## config.mk

```make
export PLATFORM = sky130hd
export DESIGN_NAME = p2s_flat
export DESIGN_NICKNAME = d
export VERILOG_FILES = /design/src/rtl/p2s_if.sv /design/src/rtl/p2s.sv /design/src/flat_wrapper.sv
export SDC_FILE = /design/constraint.sdc
export NUM_CORES = 1
export LEC_CHECK = 0
export ABC_AREA = 1
export CORE_UTILIZATION = 35
export DETAILED_ROUTE_END_ITERATION = 10
export PLACE_DENSITY = 0.51
export SLEW_MARGIN = 20
export SYNTH_ARGS = -nofsm -noshare
export SYNTH_HDL_FRONTEND = slang
export SYNTH_SLANG_ARGS = --single-unit
```

## constraint.sdc

```tcl
create_clock -name clk -period 13.5 [get_ports clk]
set_input_delay 2.7 -clock clk [delete_from_list [all_inputs] [get_ports clk]]
set_output_delay 2.7 -clock clk [all_outputs]
set_load 0.01 [all_outputs]
```

## src/rtl/p2s_if.sv

```systemverilog
// p2s_if: data-path bundle for the p2s output stage.
// The slave modport is the p2s view: blocks and back-pressure come in,
// serialized beats go out. The master modport is the surrounding logic.
interface p2s_if #(
  parameter int DATA_W = 128,
  parameter int OUT_W  = 32
) ();
  logic [DATA_W-1:0] din;
  logic              din_valid;
  logic [OUT_W-1:0]  dout;
  logic              dout_valid;
  logic              dout_last;
  logic              hold_o;

  modport slave (
    input  din, din_valid, hold_o,
    output dout, dout_valid, dout_last
  );

  modport master (
    output din, din_valid, hold_o,
    input  dout, dout_valid, dout_last
  );
endinterface

```

## src/rtl/p2s.sv

```systemverilog
// p2s: buffers DATA_W-bit result blocks in a DEPTH-entry FIFO and serializes
// each block into OUT_W-bit beats, most-significant word first.
// Optional macro P2S_OVERFLOW_FLAG_EN: when defined, overflow becomes a
// sticky write-while-full indicator; otherwise it is tied low.
module p2s #(
  parameter int DATA_W    = 128,
  parameter int OUT_W     = 32,
  parameter int DEPTH     = 8,
  parameter int AF_THRESH = 6
) (
  input  logic                   clk,
  input  logic                   rst,
  p2s_if.slave                   bus,
  output logic                   fifo_almost_full,
  output logic                   fifo_full,
  output logic [$clog2(DEPTH):0] fifo_count,
  output logic                   overflow
);
  localparam int BEATS = DATA_W / OUT_W;
  localparam int AW    = $clog2(DEPTH);
  localparam int CW    = AW + 1;
  localparam int BW    = (BEATS > 1) ? $clog2(BEATS) : 1;

  typedef enum logic {IDLE, SEND} state_t;

  logic [DATA_W-1:0] mem_q [DEPTH];
  logic [AW-1:0]     wr_ptr_q, rd_ptr_q;
  logic [CW-1:0]     count_q, count_d;
  state_t            state_q, state_d;
  logic [DATA_W-1:0] shreg_q, shreg_d;
  logic [BW-1:0]     beat_cnt_q, beat_cnt_d;
  logic              wr_en, pop, xfer, last_beat;

  // Full blocks writes even when a pop happens in the same cycle.
  assign wr_en            = bus.din_valid && !fifo_full;
  assign fifo_full        = (count_q == CW'(DEPTH));
  assign fifo_almost_full = (count_q >= CW'(AF_THRESH));
  assign fifo_count       = count_q;

  assign last_beat      = (beat_cnt_q == BW'(BEATS - 1));
  assign bus.dout       = shreg_q[DATA_W-1 -: OUT_W];
  assign bus.dout_valid = (state_q == SEND);
  assign bus.dout_last  = (state_q == SEND) && last_beat;
  assign xfer           = bus.dout_valid && !bus.hold_o;

  // FIFO storage write; contents need no reset since count gates reads.
  always_ff @(posedge clk) begin
    if (wr_en) mem_q[wr_ptr_q] <= bus.din;
  end

  // Pointer and occupancy bookkeeping; pointers wrap naturally at DEPTH.
  always_ff @(posedge clk or posedge rst) begin
    if (rst) begin
      wr_ptr_q <= '0;
      rd_ptr_q <= '0;
      count_q  <= '0;
    end else begin
      if (wr_en) wr_ptr_q <= wr_ptr_q + AW'(1);
      if (pop)   rd_ptr_q <= rd_ptr_q + AW'(1);
      count_q <= count_d;
    end
  end

  // Occupancy next value: simultaneous write and pop cancel out.
  always_comb begin
    count_d = count_q;
    case ({wr_en, pop})
      2'b10:   count_d = count_q + CW'(1);
      2'b01:   count_d = count_q - CW'(1);
      default: count_d = count_q;
    endcase
  end

  // Serializer state register.
  always_ff @(posedge clk or posedge rst) begin
    if (rst) begin
      state_q    <= IDLE;
      shreg_q    <= '0;
      beat_cnt_q <= '0;
    end else begin
      state_q    <= state_d;
      shreg_q    <= shreg_d;
      beat_cnt_q <= beat_cnt_d;
    end
  end

  // Serializer next state: load a block, shift out beats, chain blocks
  // back-to-back when the FIFO still holds data after the last beat.
  always_comb begin
    state_d    = state_q;
    shreg_d    = shreg_q;
    beat_cnt_d = beat_cnt_q;
    pop        = 1'b0;
    case (state_q)
      IDLE: begin
        if (count_q != '0) begin
          pop        = 1'b1;
          shreg_d    = mem_q[rd_ptr_q];
          beat_cnt_d = '0;
          state_d    = SEND;
        end
      end
      SEND: begin
        if (xfer) begin
          if (!last_beat) begin
            shreg_d    = shreg_q << OUT_W;
            beat_cnt_d = beat_cnt_q + BW'(1);
          end else if (count_q != '0) begin
            pop        = 1'b1;
            shreg_d    = mem_q[rd_ptr_q];
            beat_cnt_d = '0;
          end else begin
            state_d = IDLE;
          end
        end
      end
      default: state_d = IDLE;
    endcase
  end

`ifdef P2S_OVERFLOW_FLAG_EN
  logic overflow_q;

  // Sticky write-while-full flag, cleared only by reset.
  always_ff @(posedge clk or posedge rst) begin
    if (rst) overflow_q <= 1'b0;
    else if (bus.din_valid && fifo_full) overflow_q <= 1'b1;
  end

  // Simulation-only notice of a dropped block.
  always_ff @(posedge clk) begin
    if (!rst) begin
      assert (!(bus.din_valid && fifo_full))
        else $error("p2s: block dropped, write while FIFO full");
    end
  end

  assign overflow = overflow_q;
`else
  assign overflow = 1'b0;
`endif
endmodule

```

## src/flat_wrapper.sv

```systemverilog
// flat-port wrapper written by rule: the top's interface ports become plain ports
module p2s_flat 
#(
  parameter int DATA_W    = 128,
  parameter int OUT_W     = 32,
  parameter int DEPTH     = 8,
  parameter int AF_THRESH = 6
)
  (clk, rst, fifo_almost_full, fifo_full, fifo_count, overflow, bus_din, bus_din_valid, bus_hold_o, bus_dout, bus_dout_valid, bus_dout_last);
  p2s_if #(.DATA_W(DATA_W), .OUT_W(OUT_W)) bus_i ();
  input  logic clk;
  input  logic rst;
  output logic fifo_almost_full;
  output logic fifo_full;
  output logic [$clog2(DEPTH):0] fifo_count;
  output logic overflow;
  input wire logic [$bits(bus_i.din)-1:0] bus_din;
  input wire logic [$bits(bus_i.din_valid)-1:0] bus_din_valid;
  input wire logic [$bits(bus_i.hold_o)-1:0] bus_hold_o;
  output wire logic [$bits(bus_i.dout)-1:0] bus_dout;
  output wire logic [$bits(bus_i.dout_valid)-1:0] bus_dout_valid;
  output wire logic [$bits(bus_i.dout_last)-1:0] bus_dout_last;
  assign bus_i.din = bus_din;
  assign bus_i.din_valid = bus_din_valid;
  assign bus_i.hold_o = bus_hold_o;
  assign bus_dout = bus_i.dout;
  assign bus_dout_valid = bus_i.dout_valid;
  assign bus_dout_last = bus_i.dout_last;
  p2s #(.DATA_W(DATA_W), .OUT_W(OUT_W), .DEPTH(DEPTH), .AF_THRESH(AF_THRESH)) u_core (.clk(clk), .rst(rst), .bus(bus_i), .fifo_almost_full(fifo_almost_full), .fifo_full(fifo_full), .fifo_count(fifo_count), .overflow(overflow));
endmodule
```

---- Yosys cells after proc, flatten, opt, wreduce, memory -nomap -nowiden ----
Memories as Yosys holds them, arrays and structs flattened.
Cells that the tools add are included.
storage, ports and cells
  register bits ........................... 141
  latch bits .............................. 0
  RAM bits ................................ 1024
  memory bits (read-only) ................. 0
  word-level logic and storage cells ...... 44
  memories ................................ 1
memory list
  name          depth  width  read ports  clocked after memory_dff  wr ports  RTL line   source
  u_core.mem_q  8      128    1           0                         1         p2s.sv:26  logic [DATA_W-1:0] mem_q [DEPTH];
operators by class
  add/sub/neg operators ................... 5
  multipliers ............................. 0
  div/mod/pow operators ................... 0
  magnitude comparators ................... 1
  equality and inequality tests ........... 5
  shift operators ......................... 0
  mux-type cells .......................... 18
  bitwise gates (word level) .............. 1
  reductions and logical operators ........ 7
operators with widths
  cell                                                  number
  2-to-1 mux 128 bit                                    3
  case mux 128 bit (2 select lines)                     1
  case mux 4 bit (2 select lines)                       1
  2-to-1 mux 1 bit                                      7
  adder 3 x 1 -> 3 bit (second input constant)          2
  2-to-1 mux 2 bit                                      3
  adder 4 x 1 -> 4 bit (second input constant)          1
  equality test 2 bit (second input constant)           2
  equality test 4 bit (second input constant)           1
  >= comparator 4 x 3 -> 1 bit (second input constant)  1
  case mux 1 bit (2 select lines)                       2
  case mux 2 bit (2 select lines)                       1
  nonzero test 4 bit                                    1
  subtractor 4 x 1 -> 4 bit (second input constant)     1
  logical AND 1 bit                                     3
  adder 2 x 1 -> 2 bit (second input constant)          1
  equality test 2 x 1 -> 1 bit (second input constant)  1
  logical NOT 1 bit                                     2
  != test 2 bit (second input constant)                 1
  nonzero test 2 bit                                    1
  NOT 1 bit                                             1

---- Depth between registers and ports, before layout ----
  depth after elaboration ................. 7
  mapped depth ............................ 14

---- Worst setup path after synthesis ----
No wires, ideal clock.
  path kind ............................... input port to flip-flop
  start point ............................. in bus_din_valid
  end point ............................... mem u_core.mem_q[0][0] (enable)
  setup time .............................. 617 ps
  arrival time ............................ 8450 ps
  slack ................................... 4433 ps
  cell stages on the path ................. 3
  cell sequence ........................... nand2_1 or2_2 nor2_1
between the ends
  longest elaborated chain between the ends .. 3
ends and longest elaborated chain
  element                                 RTL line            source
  from (decl)                             flat_wrapper.sv:18  input wire logic [$bits(bus_i.din_valid)-1:0] bus_din_valid;
  logical AND 1 bit                       p2s.sv:35           assign wr_en = bus.din_valid && !fifo_full;
  2-to-1 mux 1 bit                        p2s.sv:48           if (wr_en) mem_q[wr_ptr_q] <= bus.din;
  2-to-1 mux 1 bit (implied by the code)  p2s.sv:48
  to (decl)                               p2s.sv:26
No other way between the ends.

---- Worst setup path after layout ----
  start point ............................. in bus_hold_o
  end point ............................... reg u_core.rd_ptr_q[2]
between the ends
  longest elaborated chain between the ends .. 4
ends and longest elaborated chain
  element                          RTL line            source
  from (decl)                      flat_wrapper.sv:19  input wire logic [$bits(bus_i.hold_o)-1:0] bus_hold_o;
  logical NOT 1 bit                p2s.sv:44           assign xfer = bus.dout_valid && !bus.hold_o;
  logical AND 1 bit                p2s.sv:44
  2-to-1 mux 1 bit                 p2s.sv:104          if (xfer) begin
  case mux 1 bit (2 select lines)  p2s.sv:94           case (state_q)
  to (signal assigned)             p2s.sv:59           if (pop) rd_ptr_q <= rd_ptr_q + AW'(1);
  to (decl)                        p2s.sv:27           logic [AW-1:0] wr_ptr_q, rd_ptr_q;
No other way between the ends.
A chain may end at the register's enable or synchronous reset.

==> impl_metrics.toml <==
[status]
outcome = "finished, final reports clean"

[synthesis]
ys_warn_count = 0
synth_seq_cells = 1165
muxShareOfSynthArea_pct = 0
syn_inst = 3579
synth_simple_gate_area_share_pct = 12.6
yosysTopAreaCell = "edfxtp_1"
ys_types = 29
synthXorXnorAreaFrac_pct = 0.134
ys_seq_area_share_pct = 74.8
yosysTopAreaCellShare_pct = 67.1
synthAdderAreaFrac_pct = 0.164
syn-cell-area_um2 = 45800
synth_compound_area_share_pct = 9.06
synth_nets = 3717
yosys-top-cells-area = "edfxtp_1, dfrtp_1, nor2_1"
syn_area_per_cell_um2 = 12.8
synth_top_family_by_area = "simple AND/OR/NAND/NOR gates"

[timing]
drv_slew = 0
max_slew_margin_pct = 8.08
fin_crit_ns = 5.83
post-route-period-util_pct = 43.2
rsz0062_at_grt = "no"
setup_viol = 0
worst_pin_slew_ns = 1.38
finalSetupTns_ns = 0
fmax_mhz = 171
hold_viol_final = 0
fin_worst_skew_ns = 0.0259

[floorplan]
io-pin-count = 173
start_util_pct = 35.3
fp-row-count = 132
die_w_um = 364
core_area_um2 = 130000
die-area_um2 = 132000
die_h_um = 364

[critical_path]
required_ns = 14.08
path_class = "in -> reg"
startpoint_type = "primary input"
end_kind = "register"
cp_max_fo = 55
critPathArrivalTime_ns = 6.41

[clock_network]
cts_root_buffer = "clkbuf_16"
tritoncts = "built"
clock_latency_ns = 0.73
postCtsHoldBufs = 0
path_clk_slew_ns = 0.06
h-tree-depth = 4
cts-resized-gates = 0
clockBufferDepth = 3
clock-sinks = 1165
cts_buffers = 130
cts_setup_buffers = 0

[pwr]
peakVddDrop_mv = 0.239
pwr_density_cell_nw_per_um2 = 222
total_power_mw = 11.8
cellLeakagePower_nw = 18.1

[placed_design]
port_buffers = 171
place_congestion = 0.744
post-dp-hpwl_mm = 66.9

[cells_and_area]
drive_gt1_share_pct = 7.04
final_util_pct = 40.8
final_cell_mix = "edfxtp_1, nor2_1, nand2_1, nand3_1, o21ai_0"
nets = 3788
area_growth_pct = 15.5
fill_cells = 12000
final_common_cell = "edfxtp_1"

[routing]
drt_wl_total_mm = 127
ant_nets = 0
routed-via-count = 28200
drt-initial-drc-count = 2298
wire_per_inst_um = 23.2
drc = 0
viasPerCell = 5.13
dr.pass1.iters = 5

[global_route]
grt_first_pass_wirelength_mm = 187
grt_max_degree = 215
grt_pass1_vias = 27000
track_usage_pct = 19.2
grt_remaining_overflow = 0
antenna_found_initial = 27

[min_path]
hold_class = "reg -> reg"

[run]
drv_cap = 0
[metrics by stage]
stage / instances / cell area (um2) / setup slack [ns] / hold WS [ns]
2_1_floorplan: 3579 / 45800 / 4.43 / 0.450
3_3_place_gp: 5260 / 48800 / 7.10 / 0.467
3_5_place_dp: 5260 / 48800 / 6.93 / 0.470
4_1_cts: 5494 / 52900 / 7.70 / 0.487
5_1_grt: 5495 / 52900 / 7.45 / 0.519
6_report: 5497 / 52900 / 7.67 / 0.490
[area by class of cell]
type | count | area (um2) | area share [%]
antenna | 3 | 7.51 | 0.0142
clock buffer | 184 | 3700 | 6.99
clock inverter | 50 | 415 | 0.785
inverter | 24 | 126 | 0.239
multi-input combinational | 2120 | 10100 | 19.1
sequential | 1165 | 34300 | 64.8
tap | 1742 | 2180 | 4.12
timing repair buffer | 209 | 2080 | 3.94
[worst max-delay path, stage by stage]
cell and delay, ns:
clkdlybuf4s50_1 0.46, nand2_1 0.09, buf_4 0.32, inv_1 0.30, nor2_1 0.56, nand2_1 0.23, inv_4 0.58, buf_4 0.77
nand2_1 0.13, xor2_1 0.17
[worst paths after layout]
path                                  startpoint                   end  slack (ns)  cells after the start
setup / recovery                      bus_hold_o    u_core.rd_ptr_q[2]        7.67                     10
hold / removal                u_core.shreg_q[19]    u_core.shreg_q[19]        0.49                      2
hold reg to reg               u_core.shreg_q[19]    u_core.shreg_q[19]        0.49                      2
setup reg to reg           u_core.bus.dout_valid    u_core.rd_ptr_q[2]        9.69                      9
min in group asynchronous                    rst  u_core.fifo_count[1]        2.48                      2
max in group asynchronous                    rst    u_core.shreg_q[87]        9.12                      4
[state kept, by name (all words and copies together), names as in the netlist]
register               cells
u_core.bus.dout_valid      1
u_core.fifo_count          4
u_core.rd_ptr_q            3
u_core.beat_cnt_q          2
u_core.mem_q            1024
u_core.wr_ptr_q            3
u_core.shreg_q           128
[per-layer routing]
| layer | vias up | routed length [um] | track usage [%] | part of all wire [%] |
|---|---|---|---|---|
| li1 | 13100 | - | - | - |
| met1 | 14200 | 57300 | 26.6 | 45 |
| met2 | 713 | 59600 | 30.5 | 47 |
| met3 | 157 | 7790 | 4.02 | 6.1 |
| met4 | 26 | 2520 | 5.00 | 2.0 |
| met5 | - | 157 | 0 | 0.12 |
[where the power goes]
part	total [mW]	internal [mW]	switching [mW]
registers	5.04	4.60	0.444
logic	3.30	0.982	2.32
clock network	3.41	2.02	1.39
[cells in the mapped netlist]
cell type and number:
edfxtp_1 1024, nor2_1 613, nand2_1 448, nand3_1 321, o21ai_0 315, o211ai_1 190, dfrtp_1 141, clkbuf_1 105
buf_2 94, o21ai_1 93, a22oi_1 74, buf_4 40, a21oi_1 24, or2_2 22, inv_1 18, buf_1 16
buf_6 15, ha_1 6, xor2_1 6, inv_2 4, nand4_1 2, a22o_1 1, conb_1 1, inv_4 1
inv_6 1, nand2_2 1, nor2_2 1, nor3_1 1, xnor2_1 1
[kinds of logic (layout without fill, tap and decap cells)]
| kind of cell | count (synthesis) | in the layout |
|---|---|---|
| flip-flops | 1165 | 1165 |
| AND/OR/NAND/NOR | 1409 | 1409 |
| XOR/XNOR | 7 | 7 |
| adder cells (fa/ha/maj) | 6 | 6 |
| buffers and inverters | 294 | 467 |
| AO/OA/AOI/OAI | 697 | 697 |
| other | 1 | 4 |
No activity file was read; power rests on OpenSTA's default activity.
